## src/rtl/fifo_pkg.sv

```systemverilog
// rtl/fifo_pkg.sv - shared defaults, clog2 helper and configuration check for sync_fifo
package fifo_pkg;

  localparam int DEFAULT_DATA_WIDTH = 8;
  localparam int DEFAULT_FIFO_DEPTH = 16;
  localparam int DEFAULT_ADDR_WIDTH = 4;

  function automatic int clog2(input int value);
    int result;
    result = 0;
    while ((1 << result) < value) begin
      result = result + 1;
    end
    return result;
  endfunction

  // Depth must be a power of two matching the address width; flag levels inside 0..depth.
  function automatic bit fifo_cfg_ok(input int depth, input int addr_w, input int af, input int ae);
    return (depth >= 2) && (depth == (1 << addr_w)) && (clog2(depth) == addr_w) &&
           (af >= 1) && (af <= depth) && (ae >= 0) && (ae <= depth - 1);
  endfunction

endpackage

```

## src/rtl/sync_fifo_mem.sv

```systemverilog
// rtl/sync_fifo_mem.sv - depth x width register array with registered read port
module sync_fifo_mem
  import fifo_pkg::*;
#(
  parameter int Data_Width = DEFAULT_DATA_WIDTH,
  parameter int Depth      = DEFAULT_FIFO_DEPTH,
  parameter int Addr_Width = DEFAULT_ADDR_WIDTH
) (
  input  logic                  clk_i,
  input  logic                  rst_i,
  input  logic                  we_i,
  input  logic [Addr_Width-1:0] waddr_i,
  input  logic [Data_Width-1:0] wdata_i,
  input  logic                  re_i,
  input  logic [Addr_Width-1:0] raddr_i,
  output logic [Data_Width-1:0] rdata_o
);

  logic [Data_Width-1:0] mem_q [Depth];
  logic [Data_Width-1:0] rdata_q;

  // Storage is deliberately left out of reset.
  always_ff @(posedge clk_i) begin
    if (we_i) begin
      mem_q[waddr_i] <= wdata_i;
    end
  end

  always_ff @(posedge clk_i) begin
    if (rst_i) begin
      rdata_q <= '0;
    end else if (re_i) begin
      rdata_q <= mem_q[raddr_i];
    end
  end

  assign rdata_o = rdata_q;

endmodule

```

## src/rtl/sync_fifo.sv

```systemverilog
// rtl/sync_fifo.sv - single-clock FIFO with count, almost flags, read strobe; SYNC_FIFO_ERR_FLAGS_EN adds OVERFLOW/UNDERFLOW
module sync_fifo
  import fifo_pkg::*;
#(
  parameter int Data_Width = DEFAULT_DATA_WIDTH,
  parameter int FIFO_Depth = DEFAULT_FIFO_DEPTH,
  parameter int Addr_Width = DEFAULT_ADDR_WIDTH,
  parameter int AF_Level   = 12,
  parameter int AE_Level   = 2
) (
  input  logic                  CLK,
  input  logic                  RST,
  input  logic                  W_INC,
  input  logic [Data_Width-1:0] WR_DATA,
  input  logic                  R_INC,
  output logic [Data_Width-1:0] RD_DATA,
  output logic                  RD_VALID,
  output logic                  FULL,
  output logic                  EMPTY,
  output logic                  ALMOST_FULL,
  output logic                  ALMOST_EMPTY,
  output logic [Addr_Width:0]   COUNT
`ifdef SYNC_FIFO_ERR_FLAGS_EN
  ,
  output logic                  OVERFLOW,
  output logic                  UNDERFLOW
`endif
);

  typedef logic [Addr_Width:0] ptr_t;

  localparam bit   CFG_OK  = fifo_cfg_ok(FIFO_Depth, Addr_Width, AF_Level, AE_Level);
  localparam ptr_t DEPTH_C = ptr_t'(FIFO_Depth);
  localparam ptr_t AF_C    = ptr_t'(AF_Level);
  localparam ptr_t AE_C    = ptr_t'(AE_Level);
  localparam ptr_t ONE_C   = ptr_t'(1);

  if (!CFG_OK) begin : g_cfg_err
    $error("sync_fifo: illegal depth/address width/flag level combination");
  end

  ptr_t wptr_q, wptr_d;
  ptr_t rptr_q, rptr_d;
  ptr_t count_q, count_d;
  logic full_q, full_d;
  logic empty_q, empty_d;
  logic afull_q, afull_d;
  logic aempty_q, aempty_d;
  logic rd_valid_q;
  logic wr_acc;
  logic rd_acc;

  // Requests arriving with reset are ignored so the memory sees no stray write.
  assign wr_acc = W_INC & ~full_q & ~RST;
  assign rd_acc = R_INC & ~empty_q & ~RST;

  always_comb begin
    wptr_d  = wptr_q;
    rptr_d  = rptr_q;
    count_d = count_q;
    if (wr_acc) begin
      wptr_d = wptr_q + ONE_C;
    end
    if (rd_acc) begin
      rptr_d = rptr_q + ONE_C;
    end
    unique case ({wr_acc, rd_acc})
      2'b10:   count_d = count_q + ONE_C;
      2'b01:   count_d = count_q - ONE_C;
      default: count_d = count_q;
    endcase
  end

  // Flags come from the next count, so they are registered with no path from the requests.
  always_comb begin
    full_d   = (count_d == DEPTH_C);
    empty_d  = (count_d == '0);
    afull_d  = (count_d >= AF_C);
    aempty_d = (count_d <= AE_C);
  end

  always_ff @(posedge CLK) begin
    if (RST) begin
      wptr_q     <= '0;
      rptr_q     <= '0;
      count_q    <= '0;
      full_q     <= 1'b0;
      empty_q    <= 1'b1;
      afull_q    <= 1'b0;
      aempty_q   <= 1'b1;
      rd_valid_q <= 1'b0;
    end else begin
      wptr_q     <= wptr_d;
      rptr_q     <= rptr_d;
      count_q    <= count_d;
      full_q     <= full_d;
      empty_q    <= empty_d;
      afull_q    <= afull_d;
      aempty_q   <= aempty_d;
      rd_valid_q <= rd_acc;
    end
  end

  sync_fifo_mem #(
    .Data_Width (Data_Width),
    .Depth      (FIFO_Depth),
    .Addr_Width (Addr_Width)
  ) u_mem (
    .clk_i   (CLK),
    .rst_i   (RST),
    .we_i    (wr_acc),
    .waddr_i (wptr_q[Addr_Width-1:0]),
    .wdata_i (WR_DATA),
    .re_i    (rd_acc),
    .raddr_i (rptr_q[Addr_Width-1:0]),
    .rdata_o (RD_DATA)
  );

`ifdef SYNC_FIFO_ERR_FLAGS_EN
  logic overflow_q;
  logic underflow_q;

  always_ff @(posedge CLK) begin
    if (RST) begin
      overflow_q  <= 1'b0;
      underflow_q <= 1'b0;
    end else begin
      overflow_q  <= overflow_q | (W_INC & full_q);
      underflow_q <= underflow_q | (R_INC & empty_q);
    end
  end

  assign OVERFLOW  = overflow_q;
  assign UNDERFLOW = underflow_q;
`endif

  assign RD_VALID     = rd_valid_q;
  assign FULL         = full_q;
  assign EMPTY        = empty_q;
  assign ALMOST_FULL  = afull_q;
  assign ALMOST_EMPTY = aempty_q;
  assign COUNT        = count_q;

endmodule

```

## config.mk

```make
export PLATFORM = sky130hd
export DESIGN_NAME = sync_fifo
export DESIGN_NICKNAME = d
export VERILOG_FILES = /design/src/rtl/fifo_pkg.sv /design/src/rtl/sync_fifo_mem.sv /design/src/rtl/sync_fifo.sv
export SDC_FILE = /design/constraint.sdc
export NUM_CORES = 1
export LEC_CHECK = 0
export CORE_UTILIZATION = 36
export CTS_BUF_LIST = sky130_fd_sc_hd__clkbuf_2 sky130_fd_sc_hd__clkbuf_4 sky130_fd_sc_hd__clkbuf_8
export DETAILED_ROUTE_END_ITERATION = 12
export PLACE_DENSITY_LB_ADDON = 0.1
export SLEW_MARGIN = 40
export SYNTH_ARGS = -nofsm -noshare
export SYNTH_HDL_FRONTEND = slang
export SYNTH_HIERARCHICAL = 1
export SYNTH_SLANG_ARGS = --single-unit
export TNS_END_PERCENT = 30
```

## constraint.sdc

```tcl
create_clock -name CLK -period 3.1 [get_ports CLK]
set_input_delay 0.465 -clock CLK [delete_from_list [all_inputs] [get_ports CLK]]
set_output_delay 0.465 -clock CLK [all_outputs]
set_load 0.05 [all_outputs]
```

==> results.json, run 1 <==
{
  "timing.final.setup_violations": 0,
  "dr_total_vias": 3559,
  "clock_skew_ns": 0.007188,
  "synthTopCellsByCount": "128 x sky130_fd_sc_hd__edfxtp_1, 64 x sky130_fd_sc_hd__mux2i_1, 27 x sky130_fd_sc_hd__nor2_1, 26 x sky130_fd_sc_hd__dfxtp_1, 26 x sky130_fd_sc_hd__nand3_1",
  "holdBufCountCts": 0,
  "crit_path_top_delay_cell": "sky130_fd_sc_hd__or4b_1",
  "global_route.usage.total_pct": 15.98,
  "post_synth_main_area_contributors": "sky130_fd_sc_hd__edfxtp_1 62%, sky130_fd_sc_hd__mux2i_1 10%, sky130_fd_sc_hd__dfxtp_1 8.4%, sky130_fd_sc_hd__a22oi_1 2.9%, sky130_fd_sc_hd__nand3_1 2.1%",
  "synthesis.area_per_instance_sq_um": 15.02,
  "numClockSinks": 154,
  "final_instance_count_without_filler_cells": 708,
  "worstPathCellList": "clkdlybuf4s50_1 -> or3b_1 -> clkinv_8 -> nand2_1 -> xnor2_1 -> ha_1 -> a21oi_1 -> a21boi_2 -> or4b_1 -> a31oi_1 -> and3_1",
  "core_region_area_sq_um": 16760,
  "synth_sequential_area_ratio_pct": 70.01,
  "largest_net_degree_at_the_start_of_global_routing": 32,
  "cts_tree": "yes",
  "synth.ff_latch_count": 154,
  "maxSlewHeadroom_pct": 49.10,
  "io-pin-count": 30,
  "cts_htree_levels": 4,
  "postSynthNetCount": 431,
  "synth_edf_count": 128,
  "worst_setup_path_start_kind": "primary input",
  "timing_worst_slew_pin_value_ns": 0.7607,
  "clock_tree.buffer_depth": 2,
  "dp_hpwl_um": 8451,
  "period_needed_ns": 2.634,
  "syn_warnings": 6,
  "critPathMaxStageDelay_ns": 0.50,
  "drt-wirelength-per-cell_um": 18.69,
  "synth_cell_types": 43,
  "total_leakage_power_uw": 0.002316,
  "slew_violations": 0,
  "via_per_inst": 5.027,
  "chipWidth_um": 133.6,
  "async_reset_ff_share_pct": 0,
  "layout-drive-gt1-share_pct": 13.73,
  "grt-ovfl-total": 0,
  "worst-r2r-setup-slack_ns": 0.57,
  "cts_setup_buffers": 0,
  "timing.setup.critical_path_class": "in2reg",
  "rows": 47,
  "most_area_hungry_cell_type_in_the_yosys_netlist": "sky130_fd_sc_hd__edfxtp_1",
  "number_of_diodes": 0,
  "cts.clk_slew.worst_paths_ns": 0.08,
  "primary_ff_master_synth": "sky130_fd_sc_hd__edfxtp_1",
  "final_antenna_net_count": 0,
  "fp.dieH_um": 133.6,
  "place.port_buffers": 29,
  "initial_core_util_pct": 37.19,
  "cts_repair_resizes": 0,
  "critical_path_arrival_ns": 3.02,
  "wire_length_after_detailed_routing_um": 13230,
  "via_count_of_the_first_global_routing_pass": 3616,
  "critical_path.endpoint_type": "register",
  "highest_clock_rate_ghz": 0.3796,
  "die_area_sq_um": 17850,
  "antenna_found_initial": 0,
  "worstPathMaxFanout": 3,
  "cts_root_buffer": "sky130_fd_sc_hd__clkbuf_8",
  "setup_tns_ns": 0,
  "cts_buffers": 17,
  "drt-pass1-iter-count": 4,
  "synth_most_common_cell": "sky130_fd_sc_hd__edfxtp_1",
  "hold_path.class": "reg2reg",
  "drt-initial-drc-count": 241,
  "rsz0062_at_grt": "false",
  "post-synth-top-area-fraction_pct": 61.66,
  "hold_viol": 0,
  "layout.nets": 492,
  "cells_after_synthesis": 415,
  "worstPathRequired_ns": 3.49,
  "ir_drop_uv": 273.7,
  "first_pass_grt_wire_length_um": 20710,
  "mappedNetlistArea_sq_um": 6233,
  "r2r_start": "EMPTY$_SDFF_PP1_",
  "hp-start": "u_mem/rdata_o[5]$_SDFFE_PP0P_",
  "dp_cells": 677,
  "cp-startpoint": "R_INC",
  "detail_route.drc_violations": 0,
  "cap_violations": 0,
  "powerDensity_nw_per_um2": 541.8,
  "worst_skew_pair_later_pin_latency_ns": 0.44,
  "layout_worst_path_cycle_share_pct": 84.98,
  "area_growth_pct": 16.18,
  "place.gp.congestion": 0.8579,
  "status": "finished clean"
}
-- metal layers --
metal	GRT usage, %	wire length [um]	vias up	share of wire [%]
met3	4.224	434	11	3.3
li1	-	-	1690	-
met1	20.49	6112	1793	46
met2	26.04	6508	65	49
met4	5.682	176	0	1.3
met5	0	0	-	0
-- final cells by class --
class | instances | area, sq um
multi-input combinational | 238 | 1674
tap | 220 | 275.3
inverter | 6 | 35.03
timing repair buffer | 59 | 528.0
clock inverter | 11 | 105.1
fill | 1520 | 9518
sequential | 154 | 4368
clock buffer | 20 | 256.5
-- final timing paths --
kind                                   endpoint  depth (start not counted)
setup / recovery                FULL$_SDFF_PP0_                         11
hold / removal    u_mem/rdata_o[5]$_SDFFE_PP0P_                          2
setup reg to reg                FULL$_SDFF_PP0_                         10
hold reg to reg   u_mem/rdata_o[5]$_SDFFE_PP0P_                          2
-- power breakdown --
| part | leakage, uW | internal (uW) | switching (uW) | total [uW] |
|---|---|---|---|---|
| combinational | 0.000769 | 81.3 | 144 | 225 |
| sequential | 0.00136 | 2260 | 23.2 | 2280 |
| clock | 0.000183 | 721 | 694 | 1410 |
-- cell families after synthesis --
family | Yosys count | synth area share (%)
flops | 154 | 70.01
buf+inv | 23 | 3.151
simple gates | 110 | 8.571
mux | 65 | 10.46
compound gates | 49 | 5.480
fa+ha+maj | 4 | 0.8029
xor+xnor | 10 | 1.525
-- placed cells by master (no fill, tap or decap), types with 5 or more instances in the layout --
cell | Yosys | final
sky130_fd_sc_hd__edfxtp_1 | 128 | 128
sky130_fd_sc_hd__a21oi_1 | 13 | 13
sky130_fd_sc_hd__clkbuf_8 | 0 | 17
sky130_fd_sc_hd__buf_4 | 0 | 29
sky130_fd_sc_hd__dfxtp_1 | 26 | 25
sky130_fd_sc_hd__nor3_1 | 8 | 8
sky130_fd_sc_hd__nor2b_1 | 6 | 6
sky130_fd_sc_hd__clkdlybuf4s50_1 | 0 | 29
sky130_fd_sc_hd__xnor2_1 | 5 | 5
sky130_fd_sc_hd__nor2_1 | 27 | 27
sky130_fd_sc_hd__a22oi_1 | 24 | 24
sky130_fd_sc_hd__nand3_1 | 26 | 26
sky130_fd_sc_hd__mux2i_1 | 64 | 64
sky130_fd_sc_hd__nand2b_1 | 5 | 5
sky130_fd_sc_hd__inv_1 | 5 | 5
sky130_fd_sc_hd__nand2_1 | 25 | 25
-- critical path, delay by kind of cell --
| kind | cells | cell delay [ns] |
|---|---|---|
| and+or+nand+nor | 4 | 1.20 |
| buffers and inverters | 2 | 0.54 |
| AOI/OAI and AO/OA | 3 | 0.46 |
| adders and majority gates | 1 | 0.21 |
| xor gates and xnor gates | 1 | 0.16 |
-- registers in the layout (all words and copies together), names as in the netlist --
| name | cells |
|---|---|
| ALMOST_EMPTY | 1 |
| u_mem/rdata_o | 8 |
| COUNT | 5 |
| RD_VALID | 1 |
| ALMOST_FULL | 1 |
| rptr_q | 4 |
| FULL | 1 |
| u_mem/mem_q | 128 |
| wptr_q | 4 |
| EMPTY | 1 |
-- per-stage QoR --
stage	hold WS, ns	util [%]	area [sq um]	setup WS (ns)	power [uW]
after floorplan	0.4883	-	6233	0.4756	2454
after global placement	0.4395	41.05	6879	0.04522	2556
after detailed placement	0.4424	41.05	6879	0.01865	2558
after CTS	0.4607	43.20	7241	0.5192	3976
after global routing	0.4998	43.21	7242	0.3484	4085
final	0.4563	43.21	7242	0.4656	3924
Power figures use the tool's default switching activity.
==> run 2, diff against run 1 <==
==> constraint.sdc (replaced) <==
create_clock -name CLK -period 2.35 [get_ports CLK]
set_input_delay 0.3525 -clock CLK [delete_from_list [all_inputs] [get_ports CLK]]
set_output_delay 0.3525 -clock CLK [all_outputs]
set_load 0.05 [all_outputs]
==> run 2 against run 1 <==
  * Power rose by 44%
  * Setup slack got worse by 0.45 ns
  * Non-clock buffer count rose by 11
  * Register-to-register slack got worse by 0.56 ns
  * Sequential cell count did not move
  * Critical endpoint is now EMPTY$_SDFF_PP1_
==> results.json, run 2 (synthesis results as in run 1) <==
{
  "worstPathRequired_ns": 2.74,
  "status": "finished clean",
  "final_antenna_net_count": 0,
  "io-pin-count": 30,
  "cts_htree_levels": 4,
  "global_route.usage.total_pct": 16.66,
  "worst_setup_path_start_kind": "register",
  "place.port_buffers": 29,
  "rsz0062_at_grt": "true",
  "drt-initial-drc-count": 245,
  "number_of_diodes": 0,
  "r2r-end": "EMPTY$_SDFF_PP1_",
  "cts_buffers": 17,
  "fp.dieH_um": 133.6,
  "dp_hpwl_um": 8724,
  "layout.nets": 503,
  "drt-pass1-iter-count": 4,
  "highest_clock_rate_ghz": 0.4279,
  "detailedPlace.worstSlack_ns": -0.6780,
  "rows": 47,
  "cts_root_buffer": "sky130_fd_sc_hd__clkbuf_8",
  "total_leakage_power_uw": 0.002440,
  "postPlaceCellArea_sq_um": 6992,
  "cts.clk_slew.worst_paths_ns": 0.09,
  "ir_drop_uv": 352.3,
  "worstHoldPathCells": 3,
  "hold_path_endpoint": "rptr_q[3]$_SDFFE_PP0P_",
  "reg2reg_depth": 10,
  "clock_skew_ns": 0.01383,
  "top_library_cells_by_usage_in_the_layout_fill_and_taps_aside": "128 x sky130_fd_sc_hd__edfxtp_1, 64 x sky130_fd_sc_hd__mux2i_1, 38 x sky130_fd_sc_hd__buf_4",
  "slew_violations": 0,
  "antenna_found_initial": 0,
  "clock_tree.buffer_depth": 2,
  "dr_total_vias": 3597,
  "crit_path_top_delay_cell": "sky130_fd_sc_hd__or4b_4",
  "maxSlewHeadroom_pct": 58.32,
  "powerDensity_nw_per_um2": 750.7,
  "critPathTopFamily": "simple AND/OR/NAND/NOR gates",
  "area_growth_pct": 20.77,
  "hp-start": "RST",
  "holdBufCountCts": 0,
  "via_count_of_the_first_global_routing_pass": 3646,
  "timing.final.setup_violations": 0,
  "initial_core_util_pct": 37.19,
  "layout_worst_path_cycle_share_pct": 99.45,
  "finish.instance_area_sq_um": 7528,
  "layout-drive-gt1-share_pct": 20.00,
  "post-route-worst-setup-slack_ns": 0.01284,
  "period_needed_ns": 2.337,
  "numClockSinks": 154,
  "via_per_inst": 4.996,
  "worst-r2r-setup-slack_ns": 0.01,
  "worstPathCellList": "or3b_4 -> clkinv_8 -> nand2_4 -> xnor2_2 -> ha_2 -> a21oi_2 -> a21boi_2 -> or4b_4 -> a31oi_4 -> a31o_2",
  "leading_cell_type_in_the_layout_fill_and_taps_excluded": "sky130_fd_sc_hd__edfxtp_1",
  "worstPathMaxFanout": 3,
  "hold_viol": 0,
  "critPathMaxStageDelay_ns": 0.52,
  "critical_path.endpoint_type": "register",
  "core_region_area_sq_um": 16760,
  "detail_route.drc_violations": 0,
  "drt-wirelength-per-cell_um": 19.33,
  "wire_length_after_detailed_routing_um": 13920,
  "place.gp.congestion": 0.7288,
  "cts_tree": "yes",
  "worst_path_buffer_plus_inverter_count": 1,
  "timing_worst_slew_pin_value_ns": 0.6232,
  "timing.setup.critical_path_class": "reg2reg",
  "grt-ovfl-total": 0,
  "worst_skew_pair_later_pin_latency_ns": 0.45,
  "max_flop_register": "u_mem/mem_q",
  "hold_path.class": "in2reg",
  "critical_path_arrival_ns": 2.73,
  "cap_violations": 0,
  "largest_reg_flops": 128,
  "chipWidth_um": 133.6,
  "r2r_start": "EMPTY$_SDFF_PP1_",
  "largest_net_degree_at_the_start_of_global_routing": 30,
  "first_pass_grt_wire_length_um": 21300,
  "die_area_sq_um": 17850,
  "setup_tns_ns": 0
}
[run 2: cell types whose count changed in the layout (fill, tap and decap cells not counted), moves of 3 or more]
cell	delta
sky130_fd_sc_hd__clkinvlp_4	+3
sky130_fd_sc_hd__buf_4	+9
sky130_fd_sc_hd__clkinv_1	-4
sky130_fd_sc_hd__bufinv_16	+3
[run 2: cell type report]
cell class                 instances  area [sq um]
sequential                       154          4373
tap                              220         275.3
fill                            1546          9231
multi-input combinational        238          1757
timing repair buffer              70         628.1
clock buffer                      18         241.5
inverter                           6         35.03
clock inverter                    14         219.0
[run 2: metrics by stage]
stage / utilization [%] / hold slack [ns] / total power (uW) / cells
6_report: 44.92 / 0.3443 / 5651 / 720
5_1_grt: 44.92 / 0.3347 / 5844 / 720
4_1_cts: 44.69 / 0.4520 / 5697 / 720
3_5_place_dp: 41.72 / 0.4474 / 3410 / 684
3_3_place_gp: 41.70 / 0.4375 / 3407 / 684
2_1_floorplan: - / 0.4399 / 3244 / 415
[run 2: per-layer routing]
metal | vias to the layer above | routed length, um | global-route usage (%)
li1 | 1719 | - | -
met1 | 1803 | 6498 | 21.81
met2 | 60 | 6734 | 27.31
met3 | 15 | 484 | 3.425
met4 | 0 | 197 | 6.061
met5 | - | 0 | 0
[run 2: how the worst max path moves through the flow]
stage | from | to | cells after the start
after floorplan | EMPTY$_SDFF_PP1_ | FULL$_SDFF_PP0_ | 11
after global placement | R_INC | FULL$_SDFF_PP0_ | 11
after detailed placement | R_INC | EMPTY$_SDFF_PP1_ | 11
after CTS | EMPTY$_SDFF_PP1_ | EMPTY$_SDFF_PP1_ | 10
after global routing | EMPTY$_SDFF_PP1_ | EMPTY$_SDFF_PP1_ | 10
final | EMPTY$_SDFF_PP1_ | EMPTY$_SDFF_PP1_ | 10
[run 2: report_power, final]
group          internal (uW)  switching [uW]
combinational            136             215
sequential              2980            29.9
clock                   1280            1010
[run 2: tightest hold or removal path, delay by kind of cell]
kind | cells | cell delay [ns]
buffers and inverters | 2 | 0.33
and+or+nand+nor | 1 | 0.06
[run 2: timing repair]
item / 4_1_cts / 5_1_grt
pin swaps: 6 / 3
setup endpoints to repair: 4 / 4
hold endpoints to repair: 0 / 0
setup buffers: 4 / 0
gates resized for setup: 3 / 8
